File: config.mk
export PLATFORM = sky130hd
export DESIGN_NAME = secure_serdes_stream_encryptor
export DESIGN_NICKNAME = d
export VERILOG_FILES = /design/src/rtl/secure_serdes_pkg.sv /design/src/rtl/serdes_key_sched.sv /design/src/rtl/secure_serdes_stream_encryptor.sv
export SDC_FILE = /design/constraint.sdc
export NUM_CORES = 1
export LEC_CHECK = 0
export BUFFER_PORTS_ARGS = -buffer_cell sky130_fd_sc_hd__buf_2
export CAP_MARGIN = 20
export CORE_AREA = 2 2 122 124
export CTS_CLUSTER_DIAMETER = 50
export DETAILED_ROUTE_END_ITERATION = 6
export DIE_AREA = 0 0 124 126
export HOLD_SLACK_MARGIN = 0.15
export PLACE_DENSITY = 0.78
export SYNTH_ARGS = -nofsm -noshare
export SYNTH_HDL_FRONTEND = slang
export SYNTH_SLANG_ARGS = --single-unit
File: constraint.sdc
create_clock -name clk -period 2.1 [get_ports clk]
set_input_delay 0.315 -clock clk [delete_from_list [all_inputs] [get_ports clk]]
set_output_delay 0.315 -clock clk [all_outputs]
set_load 0.05 [all_outputs]
File: src/rtl/secure_serdes_pkg.sv
// Shared definitions for the secure SerDes stream encryptor.
//   - State encoding for the top-level FSM.
//   - Default word and key widths.
//   - key_slice_count(): number of WIDTH-bit slices in a KEY_W-bit key.
package secure_serdes_pkg;

    localparam int WIDTH_DEF = 8;
    localparam int KEY_W_DEF = 128;

    typedef logic [2:0] state_t;

    localparam state_t ST_IDLE = 3'd0;
    localparam state_t ST_LOAD = 3'd1;
    localparam state_t ST_MIX  = 3'd2;
    localparam state_t ST_EMIT = 3'd3;
    localparam state_t ST_DONE = 3'd4;

    function automatic int key_slice_count(input int key_w, input int width);
        return key_w / width;
    endfunction

endpackage

File: src/rtl/serdes_key_sched.sv
// Key schedule for the stream encryptor.
// Holds the job key and presents its low WIDTH bits as the active slice.
// Ports:
//   clk, rst_n : clock, synchronous active-low reset
//   load       : capture key into key_reg (accepted start)
//   advance    : end-of-MIX strobe; rotates key_reg right by WIDTH when rot=1
//   rot        : rotation enable latched for the current job
//   key        : key input
//   slice      : active key slice, key_reg[WIDTH-1:0]
module serdes_key_sched
    import secure_serdes_pkg::*;
#(
    parameter int WIDTH = WIDTH_DEF,
    parameter int KEY_W = KEY_W_DEF
) (
    input  logic             clk,
    input  logic             rst_n,
    input  logic             load,
    input  logic             advance,
    input  logic             rot,
    input  logic [KEY_W-1:0] key,
    output logic [WIDTH-1:0] slice
);

    localparam int N_SLICES = key_slice_count(KEY_W, WIDTH);

    logic [KEY_W-1:0] key_reg;
    logic [KEY_W-1:0] key_rot;

    // With a single slice a rotation by WIDTH is the identity.
    generate
        if (N_SLICES > 1) begin : g_rot
            assign key_rot = {key_reg[WIDTH-1:0], key_reg[KEY_W-1:WIDTH]};
        end else begin : g_norot
            assign key_rot = key_reg;
        end
    endgenerate

    always_ff @(posedge clk) begin
        if (!rst_n) begin
            key_reg <= '0;
        end else if (load) begin
            key_reg <= key;
        end else if (advance && rot) begin
            key_reg <= key_rot;
        end
    end

    assign slice = key_reg[WIDTH-1:0];

endmodule

File: src/rtl/secure_serdes_stream_encryptor.sv
// Multi-word serial XOR stream encryptor.
// Each word: WIDTH bits of A and B are shifted in MSB-first, XORed with the
// current key slice and shifted back out MSB-first. num_words words per job.
// Ports:
//   clk, rst_n         : clock, synchronous active-low reset
//   start, abort       : job start pulse (IDLE only), job cancel (non-IDLE)
//   key, key_rotate    : job key and per-word slice rotation enable
//   num_words          : words per job (0 means start is ignored)
//   in_valid, a_bit, b_bit : serial operand input; bit taken when in_valid & in_ready
//   in_ready           : high while in LOAD
//   cipher_out, out_valid, out_last : registered serial ciphertext
//   busy, done         : not-IDLE flag, one-cycle end-of-job pulse
// Handshake: an input bit is consumed on a rising edge where in_valid and
// in_ready are both high; there is no output backpressure.
module secure_serdes_stream_encryptor
    import secure_serdes_pkg::*;
#(
    parameter int WIDTH = WIDTH_DEF,
    parameter int KEY_W = KEY_W_DEF,
    parameter int CNT_W = 8
) (
    input  logic             clk,
    input  logic             rst_n,
    input  logic             start,
    input  logic             abort,
    input  logic [KEY_W-1:0] key,
    input  logic             key_rotate,
    input  logic [CNT_W-1:0] num_words,
    input  logic             in_valid,
    input  logic             a_bit,
    input  logic             b_bit,
    output logic             in_ready,
    output logic             cipher_out,
    output logic             out_valid,
    output logic             out_last,
    output logic             busy,
    output logic             done
);

    localparam int BW = $clog2(WIDTH);
    localparam logic [BW-1:0] BIT_LAST = BW'(WIDTH - 1);
    localparam logic [BW-1:0] BIT_PEN  = BW'(WIDTH - 2);

    state_t           state;
    logic [WIDTH-1:0] a_sr;
    logic [WIDTH-1:0] b_sr;
    logic [WIDTH-1:0] word_sr;
    logic [BW-1:0]    bit_cnt;
    logic [CNT_W-1:0] words_left;
    logic             rot_reg;
    logic [WIDTH-1:0] slice;
    logic [WIDTH-1:0] mixed;
    logic             key_load;
    logic             key_advance;

    assign key_load    = (state == ST_IDLE) && start && (num_words != '0);
    assign key_advance = (state == ST_MIX) && !abort;
    assign mixed       = a_sr ^ b_sr ^ slice;

    serdes_key_sched #(
        .WIDTH (WIDTH),
        .KEY_W (KEY_W)
    ) u_key_sched (
        .clk     (clk),
        .rst_n   (rst_n),
        .load    (key_load),
        .advance (key_advance),
        .rot     (rot_reg),
        .key     (key),
        .slice   (slice)
    );

    always_ff @(posedge clk) begin
        if (!rst_n) begin
            state      <= ST_IDLE;
            a_sr       <= '0;
            b_sr       <= '0;
            word_sr    <= '0;
            bit_cnt    <= '0;
            words_left <= '0;
            rot_reg    <= 1'b0;
            cipher_out <= 1'b0;
            out_valid  <= 1'b0;
            out_last   <= 1'b0;
        end else if (abort && (state != ST_IDLE)) begin
            state      <= ST_IDLE;
            bit_cnt    <= '0;
            cipher_out <= 1'b0;
            out_valid  <= 1'b0;
            out_last   <= 1'b0;
        end else begin
            case (state)
                ST_IDLE: begin
                    if (start && (num_words != '0)) begin
                        rot_reg    <= key_rotate;
                        words_left <= num_words;
                        a_sr       <= '0;
                        b_sr       <= '0;
                        bit_cnt    <= '0;
                        state      <= ST_LOAD;
                    end
                end
                ST_LOAD: begin
                    if (in_valid) begin
                        a_sr <= {a_sr[WIDTH-2:0], a_bit};
                        b_sr <= {b_sr[WIDTH-2:0], b_bit};
                        if (bit_cnt == BIT_LAST) begin
                            bit_cnt <= '0;
                            state   <= ST_MIX;
                        end else begin
                            bit_cnt <= bit_cnt + 1'b1;
                        end
                    end
                end
                ST_MIX: begin
                    // The MSB is presented on the edge entering EMIT so the
                    // output register leads word_sr by one position.
                    word_sr    <= mixed;
                    cipher_out <= mixed[WIDTH-1];
                    out_valid  <= 1'b1;
                    out_last   <= 1'b0;
                    bit_cnt    <= '0;
                    state      <= ST_EMIT;
                end
                ST_EMIT: begin
                    if (bit_cnt == BIT_LAST) begin
                        cipher_out <= 1'b0;
                        out_valid  <= 1'b0;
                        out_last   <= 1'b0;
                        bit_cnt    <= '0;
                        words_left <= words_left - 1'b1;
                        state      <= (words_left > 1) ? ST_LOAD : ST_DONE;
                    end else begin
                        // Rotate (not shift) so word_sr[WIDTH-1] stays live;
                        // only the next-lower bit is ever emitted from here.
                        word_sr    <= {word_sr[WIDTH-2:0], word_sr[WIDTH-1]};
                        cipher_out <= word_sr[WIDTH-2];
                        out_last   <= (bit_cnt == BIT_PEN) && (words_left == 1);
                        bit_cnt    <= bit_cnt + 1'b1;
                    end
                end
                ST_DONE: begin
                    state <= ST_IDLE;
                end
                default: begin
                    state <= ST_IDLE;
                end
            endcase
        end
    end

    assign in_ready = (state == ST_LOAD);
    assign busy     = (state != ST_IDLE);
    assign done     = (state == ST_DONE);

endmodule

* Word level (Yosys, flattened, before mapping) *
Cells that the tools add are included.

storage, ports and cells
  register bits after elaboration = 170

operators by class
  add/subtract/negate cells = 2
  order comparisons = 1
  equality and inequality tests = 12
  mux-type cells = 28
  bitwise operators = 4
  reduce and logical (&&, ||, !) cells = 24

operator list
  operator                                               number
  two-way mux 128 bit                                    2
  case mux 8 bit (2 select lines)                        4
  two-way mux 8 bit                                      6
  two-way mux 3 bit                                      8
  case mux 3 bit (4 select lines)                        2
  bitwise XOR 8 bit                                      2
  AND reduction 4 bit                                    3
  == test 3 bit, second input constant                   3
  AND reduction 3 bit                                    3
  == test 8 x 1 -> 1 bit, second input constant          1
  > comparator 8 x 1 -> 1 bit, second input constant     1
  nonzero test 2 bit                                     4
  nonzero test 8 bit                                     1
  subtractor 8 x 1 -> 8 bit, second input constant       1
  logical AND 1 bit                                      7
  == test 3 x 2 -> 1 bit, second input constant          2
  inequality test 2 bit, second input constant           3
  case mux 1 bit (2 select lines)                        3
  inequality test 2 x 1 -> 1 bit, second input constant  2
  nonzero test 4 bit                                     1
  adder 3 x 1 -> 3 bit, second input constant            1
  == test 3 x 1 -> 1 bit, second input constant          1
  logical NOT 3 bit                                      1
  two-way mux 1 bit                                      3
  other kinds (5)                                        6

* Depth between registers and ports, before layout *
  word-level depth = 5
  gate-level depth with buffers = 8
  gate-level depth less buffers = 6

* Hierarchy *
A second synthesis with hierarchy kept.

unflattened totals
  cell total of the unflattened synthesis = 1,034
  area total of the unflattened synthesis = 9,409.0 um^2

by module, submodules not included
  module                          instances  cells each  area an instance (um^2)
  serdes_key_sched                1          749         7,096.8
  secure_serdes_stream_encryptor  1          285         2,312.2

* Least setup slack after synthesis *
OpenSTA, ideal clock, no wires.

  path type = register to register
  start = register state[0]
  end = register a_sr[0]
  arrival = 2.500 ns
  data required time = 2.028 ns
  slack = -0.472 ns
  cell stages (with the launch flop) = 7
  clock period less this slack = 2.572 ns
  cell sequence = dfxtp_1 > nor3b_1 > and2_1 > clkbuf_1 > clkbuf_1 > nand2_1 > mux2i_1

RTL lines
  item                                                                                 line                                   text
  start, declared                                                                      secure_serdes_stream_encryptor.sv:44   state_t state;
  start signal, assigned                                                               secure_serdes_stream_encryptor.sv:132  state <= (words_left > 1) ? ST_LOAD : ST_DONE;
  == test 3 x 1 -> 1 bit *                                                             --
  via in_ready                                                                         secure_serdes_stream_encryptor.sv:32   output logic in_ready,
  inequality test 2 bit (no source line) / nonzero test 2 bit (equally long branches)  --
  AND reduction 4 bit (no source line)                                                 --
  end signal, assigned                                                                 secure_serdes_stream_encryptor.sv:105  a_sr <= {a_sr[WIDTH-2:0], a_bit};
  end, declared                                                                        secure_serdes_stream_encryptor.sv:45   logic [WIDTH-1:0] a_sr;

Mark *: on every way through the listed nets, which the timed path passes. The rest lies on a longest branch.
A chain may end at the register's enable or synchronous reset.

* Worst setup path after layout *
  start = register state[0]
  end = output port in_ready

on the way
  word-level cells in the longest chain between the ends = 1

ends and longest elaborated chain
  item                    line                                   text
  == test 3 x 1 -> 1 bit  secure_serdes_stream_encryptor.sv:152  assign in_ready = (state == ST_LOAD);
  end, declared           secure_serdes_stream_encryptor.sv:32

No other way between the ends.

==> run_results.csv <==
group,metric,value,unit
routing,routed.top_layer,"met4",
logic_synthesis,ys_async_sr_fraction,0,
clocking,cts_inserted_buffers,17,
routing,viasPerCell,6.002,
floorplanning,die_area,0.01562,mm2
critical_path,worstSetupEndpointType,"output pin",
logic_synthesis,avgSynthCellArea,8.784,um2
power,p_per_area,799.9,mW/mm2
critical_path,reg2reg_slack,250,ps
final_layout,drive_gt1_frac,0.2632,
logic_synthesis,ys_ff_latch,170,
routing,drt-total-wl,20800,um
critical_path,critPathLaunchType,"flop",
timing,maxSlewViolCount,0,
routing,wire_per_inst,17.21,um
clocking,cts_setup_buffers,0,
logic_synthesis,synth_mux_area_frac,0.02366,
placement,dp_cells,1160,
outcome,outcome,"finished clean",
timing,fmax,523.8,MHz
routing,drtIter0Drc,663,
clocking,clk_path_buf_depth,2,
logic_synthesis,synth_fp_nets,1022,
timing,rsz0062_at_grt,"false",
logic_synthesis,synth_area_leaders,"dfxtp_1 (44%), a21oi_1 (9.1%), a22oi_1 (9.0%), nand3_1 (8.2%), a22oi_2 (4.7%)",
critical_path,path_max_fanout,8,
critical_path,crit_family,"buffers and inverters",
grt,grt.total_usage,0.2668,
critical_path,cp.depth,3,
logic_synthesis,yosysSeqAreaShare,0.4438,
logic_synthesis,synth-compound-area-share,0.2774,
logic_synthesis,synth_most_common_cell,"dfxtp_1",
critical_path,arrival,1590,ps
grt,grt_max_degree,59,
final_layout,syn_to_final_growth,24.85,%
placement,dp_hpwl,13830,um
floorplanning,core,0.01431,mm2
routing,wl_met1,9269,um
run,timing.max_cap.violations,0,
clocking,ctsHoldBuffers,11,
placement,gp_congestion,0.8576,
final_layout,final-instance-count-excl-fill,1209,
grt,globalRouteOverflowTotal,0,
timing,fin_skew,7.308,ps
logic_synthesis,synthDistinctLibCells,50,
timing,fin_ws,191.0,ps
clocking,h-tree-depth,4,
placement,pre_cts_ws,79.19,ps
logic_synthesis,synth_ff_type,"dfxtp_1",
placement,port_buffers,149,
final_layout,largest_reg_flops,128,
timing,finalHoldViolCount,0,
logic_synthesis,synth_largest_area_cell,"dfxtp_1",
worst_hold_path,hp-class,"input pin to flop",
clocking,cts_resized,0,
routing,routed-wl-met2,9641,um
final_layout,nets,1158,
timing,setup_viol,0,
clocking,cts.sinks,170,
clocking,cts_root_buffer,"clkbuf_16",
critical_path,critPathMaxStageDelay,480,ps
logic_synthesis,synth_edf_count,0,
logic_synthesis,netlist_area,0.007669,mm2
critical_path,r2r_cells,5,
critical_path,startpoint,"state[0]$_SDFFE_PP0P_",
floorplanning,ioPinCount,150,
floorplanning,start_util,0.5358,
floorplanning,rows,44,
logic_synthesis,synth_top_family_by_area,"compound AO/OA/AOI/OAI gates",
power,p_leak,3.643,nW
timing,tns,0,ps
logic_synthesis,synth_top_area_share,0.4438,
routing,postRouteAntennaNets,0,
routing,firstDrtPassIters,6,
timing,period_needed,1909,ps
critical_path,worstSetupEndpoint,"in_ready",
grt,grt_pass1_vias,6658,
critical_path,required,1780,ps
logic_synthesis,synth_cells,873,
clocking,cts_tree,"built",
critical_path,reg2reg_from,"state[0]$_SDFFE_PP0P_",
logic_synthesis,synthXorXnorAreaFrac,0.01827,
floorplanning,die_x,124,um
routing,routed-wl-met3,1498,um
logic_synthesis,synthAdderAreaFrac,0.008158,
clocking,clk_latency,430,ps
routing,drc,0,
logic_synthesis,netlist_top_cells_count,"dfxtp_1 (170), a21oi_1 (140), nand3_1 (125), a22oi_1 (92), nand2_1 (78)",
critical_path,critPathSlowestCell,"dfxtp_1",
logic_synthesis,ys_warn_count,0,
clocking,clk_pin_slew_worst_paths,70,ps
timing,relSlewSlack,0.6568,
critical_path,critPathKind,"flop to output pin",
grt,grt_antenna_before_repair,3,
routing,vias,7256,
timing,tightest_slew,513.7,ps
timing,period_share,0.9091,
critical_path,crit_buf_inv,2,
grt,grt_pass1_wl,33040,um
logic_synthesis,synthSimpleGateAreaFrac,0.1650,
floorplanning,die_y,126,um
power,vdd_drop_max,0.7680,mV
critical_path,crit_chain,"buf_4, nor3b_2, buf_2",
critical_path,reg2reg_to,"words_left[5]$_SDFFE_PN0P_",
-- metal layers --
layer | track usage | vias to the layer above
li1 | - | 3519
met1 | 0.3602 | 3443
met2 | 0.4105 | 260
met3 | 0.07518 | 34
met4 | 0.09055 | 0
met5 | 0 | -
-- power breakdown --
| part | switching [mW] | internal (mW) | leakage (nW) |
|---|---|---|---|
| Sequential | 0.128 | 3.40 | 1.39 |
| Combinational | 0.477 | 0.424 | 1.96 |
| Clock | 1.43 | 1.80 | 0.295 |
-- worst register-to-register path: stages (launching register included) --
cell     delay (ps)
dfxtp_1         390
nor3_2          310
buf_4           190
o211a_4         370
nor2_1          190
o32ai_1         300
-- final cells by class --
class,instances,area [um2]
Fill cell,1146,4740
Multi-Input combinational cell,608,3806
Sequential cell,170,3403
Timing Repair Buffer,206,1496
Clock buffer,17,425.4
Tap cell,184,230.2
Clock inverter,15,180.2
Inverter,6,25.02
Antenna cell,3,7.507
-- kinds of logic after synthesis --
| kind of cell | after synthesis |
|---|---|
| adders and majority gates | 5 |
| and+or+nand+nor | 257 |
| buffers and inverters | 95 |
| DFF | 170 |
| xor gates and xnor gates | 16 |
| muxes | 18 |
| AOI/OAI and AO/OA | 312 |
-- cells in the final DEF, fill, tap and decap left out, types with 13 or more instances in the layout --
master / synthesis / routed
a22oi_1: 92 / 92
a21oi_1: 140 / 140
nor2_1: 18 / 18
buf_12: 0 / 23
o21ai_0: 13 / 13
clkbuf_16: 0 / 17
dfxtp_1: 170 / 170
nand3_1: 125 / 125
a22oi_2: 29 / 29
nand2_1: 78 / 78
mux2i_1: 17 / 17
xnor2_1: 16 / 16
buf_2: 25 / 149
buf_4: 2 / 20
dlygate4sd3_1: 0 / 14
-- worst min path at each step --
| stage | start | to | slack (ps) | cells after the start |
|---|---|---|---|---|
| 2_1_floorplan | words_left[7]$_SDFFE_PN0P_ | words_left[7]$_SDFFE_PN0P_ | 440 | 2 |
| 3_3_place_gp | word_sr[3]$_SDFFE_PN0P_ | word_sr[4]$_SDFFE_PN0P_ | 450 | 2 |
| 3_5_place_dp | u_key_sched.key_reg[96]$_SDFFE_PN0P_ | u_key_sched.key_reg[96]$_SDFFE_PN0P_ | 460 | 2 |
| 4_1_cts | key[76] | u_key_sched.key_reg[76]$_SDFFE_PN0P_ | 150 | 3 |
| 5_1_grt | key[75] | u_key_sched.key_reg[75]$_SDFFE_PN0P_ | 150 | 3 |
| 6_report | key[76] | u_key_sched.key_reg[76]$_SDFFE_PN0P_ | 160 | 3 |
-- per-stage QoR --
stage	total power [mW]	hold slack, ps	util	cell area, um2
6_report	7.658	162.2	0.6689	9574
5_1_grt	7.955	154.0	0.6685	9569
4_1_cts	7.696	150.4	0.6663	9537
3_5_place_dp	4.466	458.7	0.6163	8821
3_3_place_gp	4.450	453.0	0.6163	8821
2_1_floorplan	4.107	440.7	-	7679
Note: power is estimated with default switching activity, not from simulation.
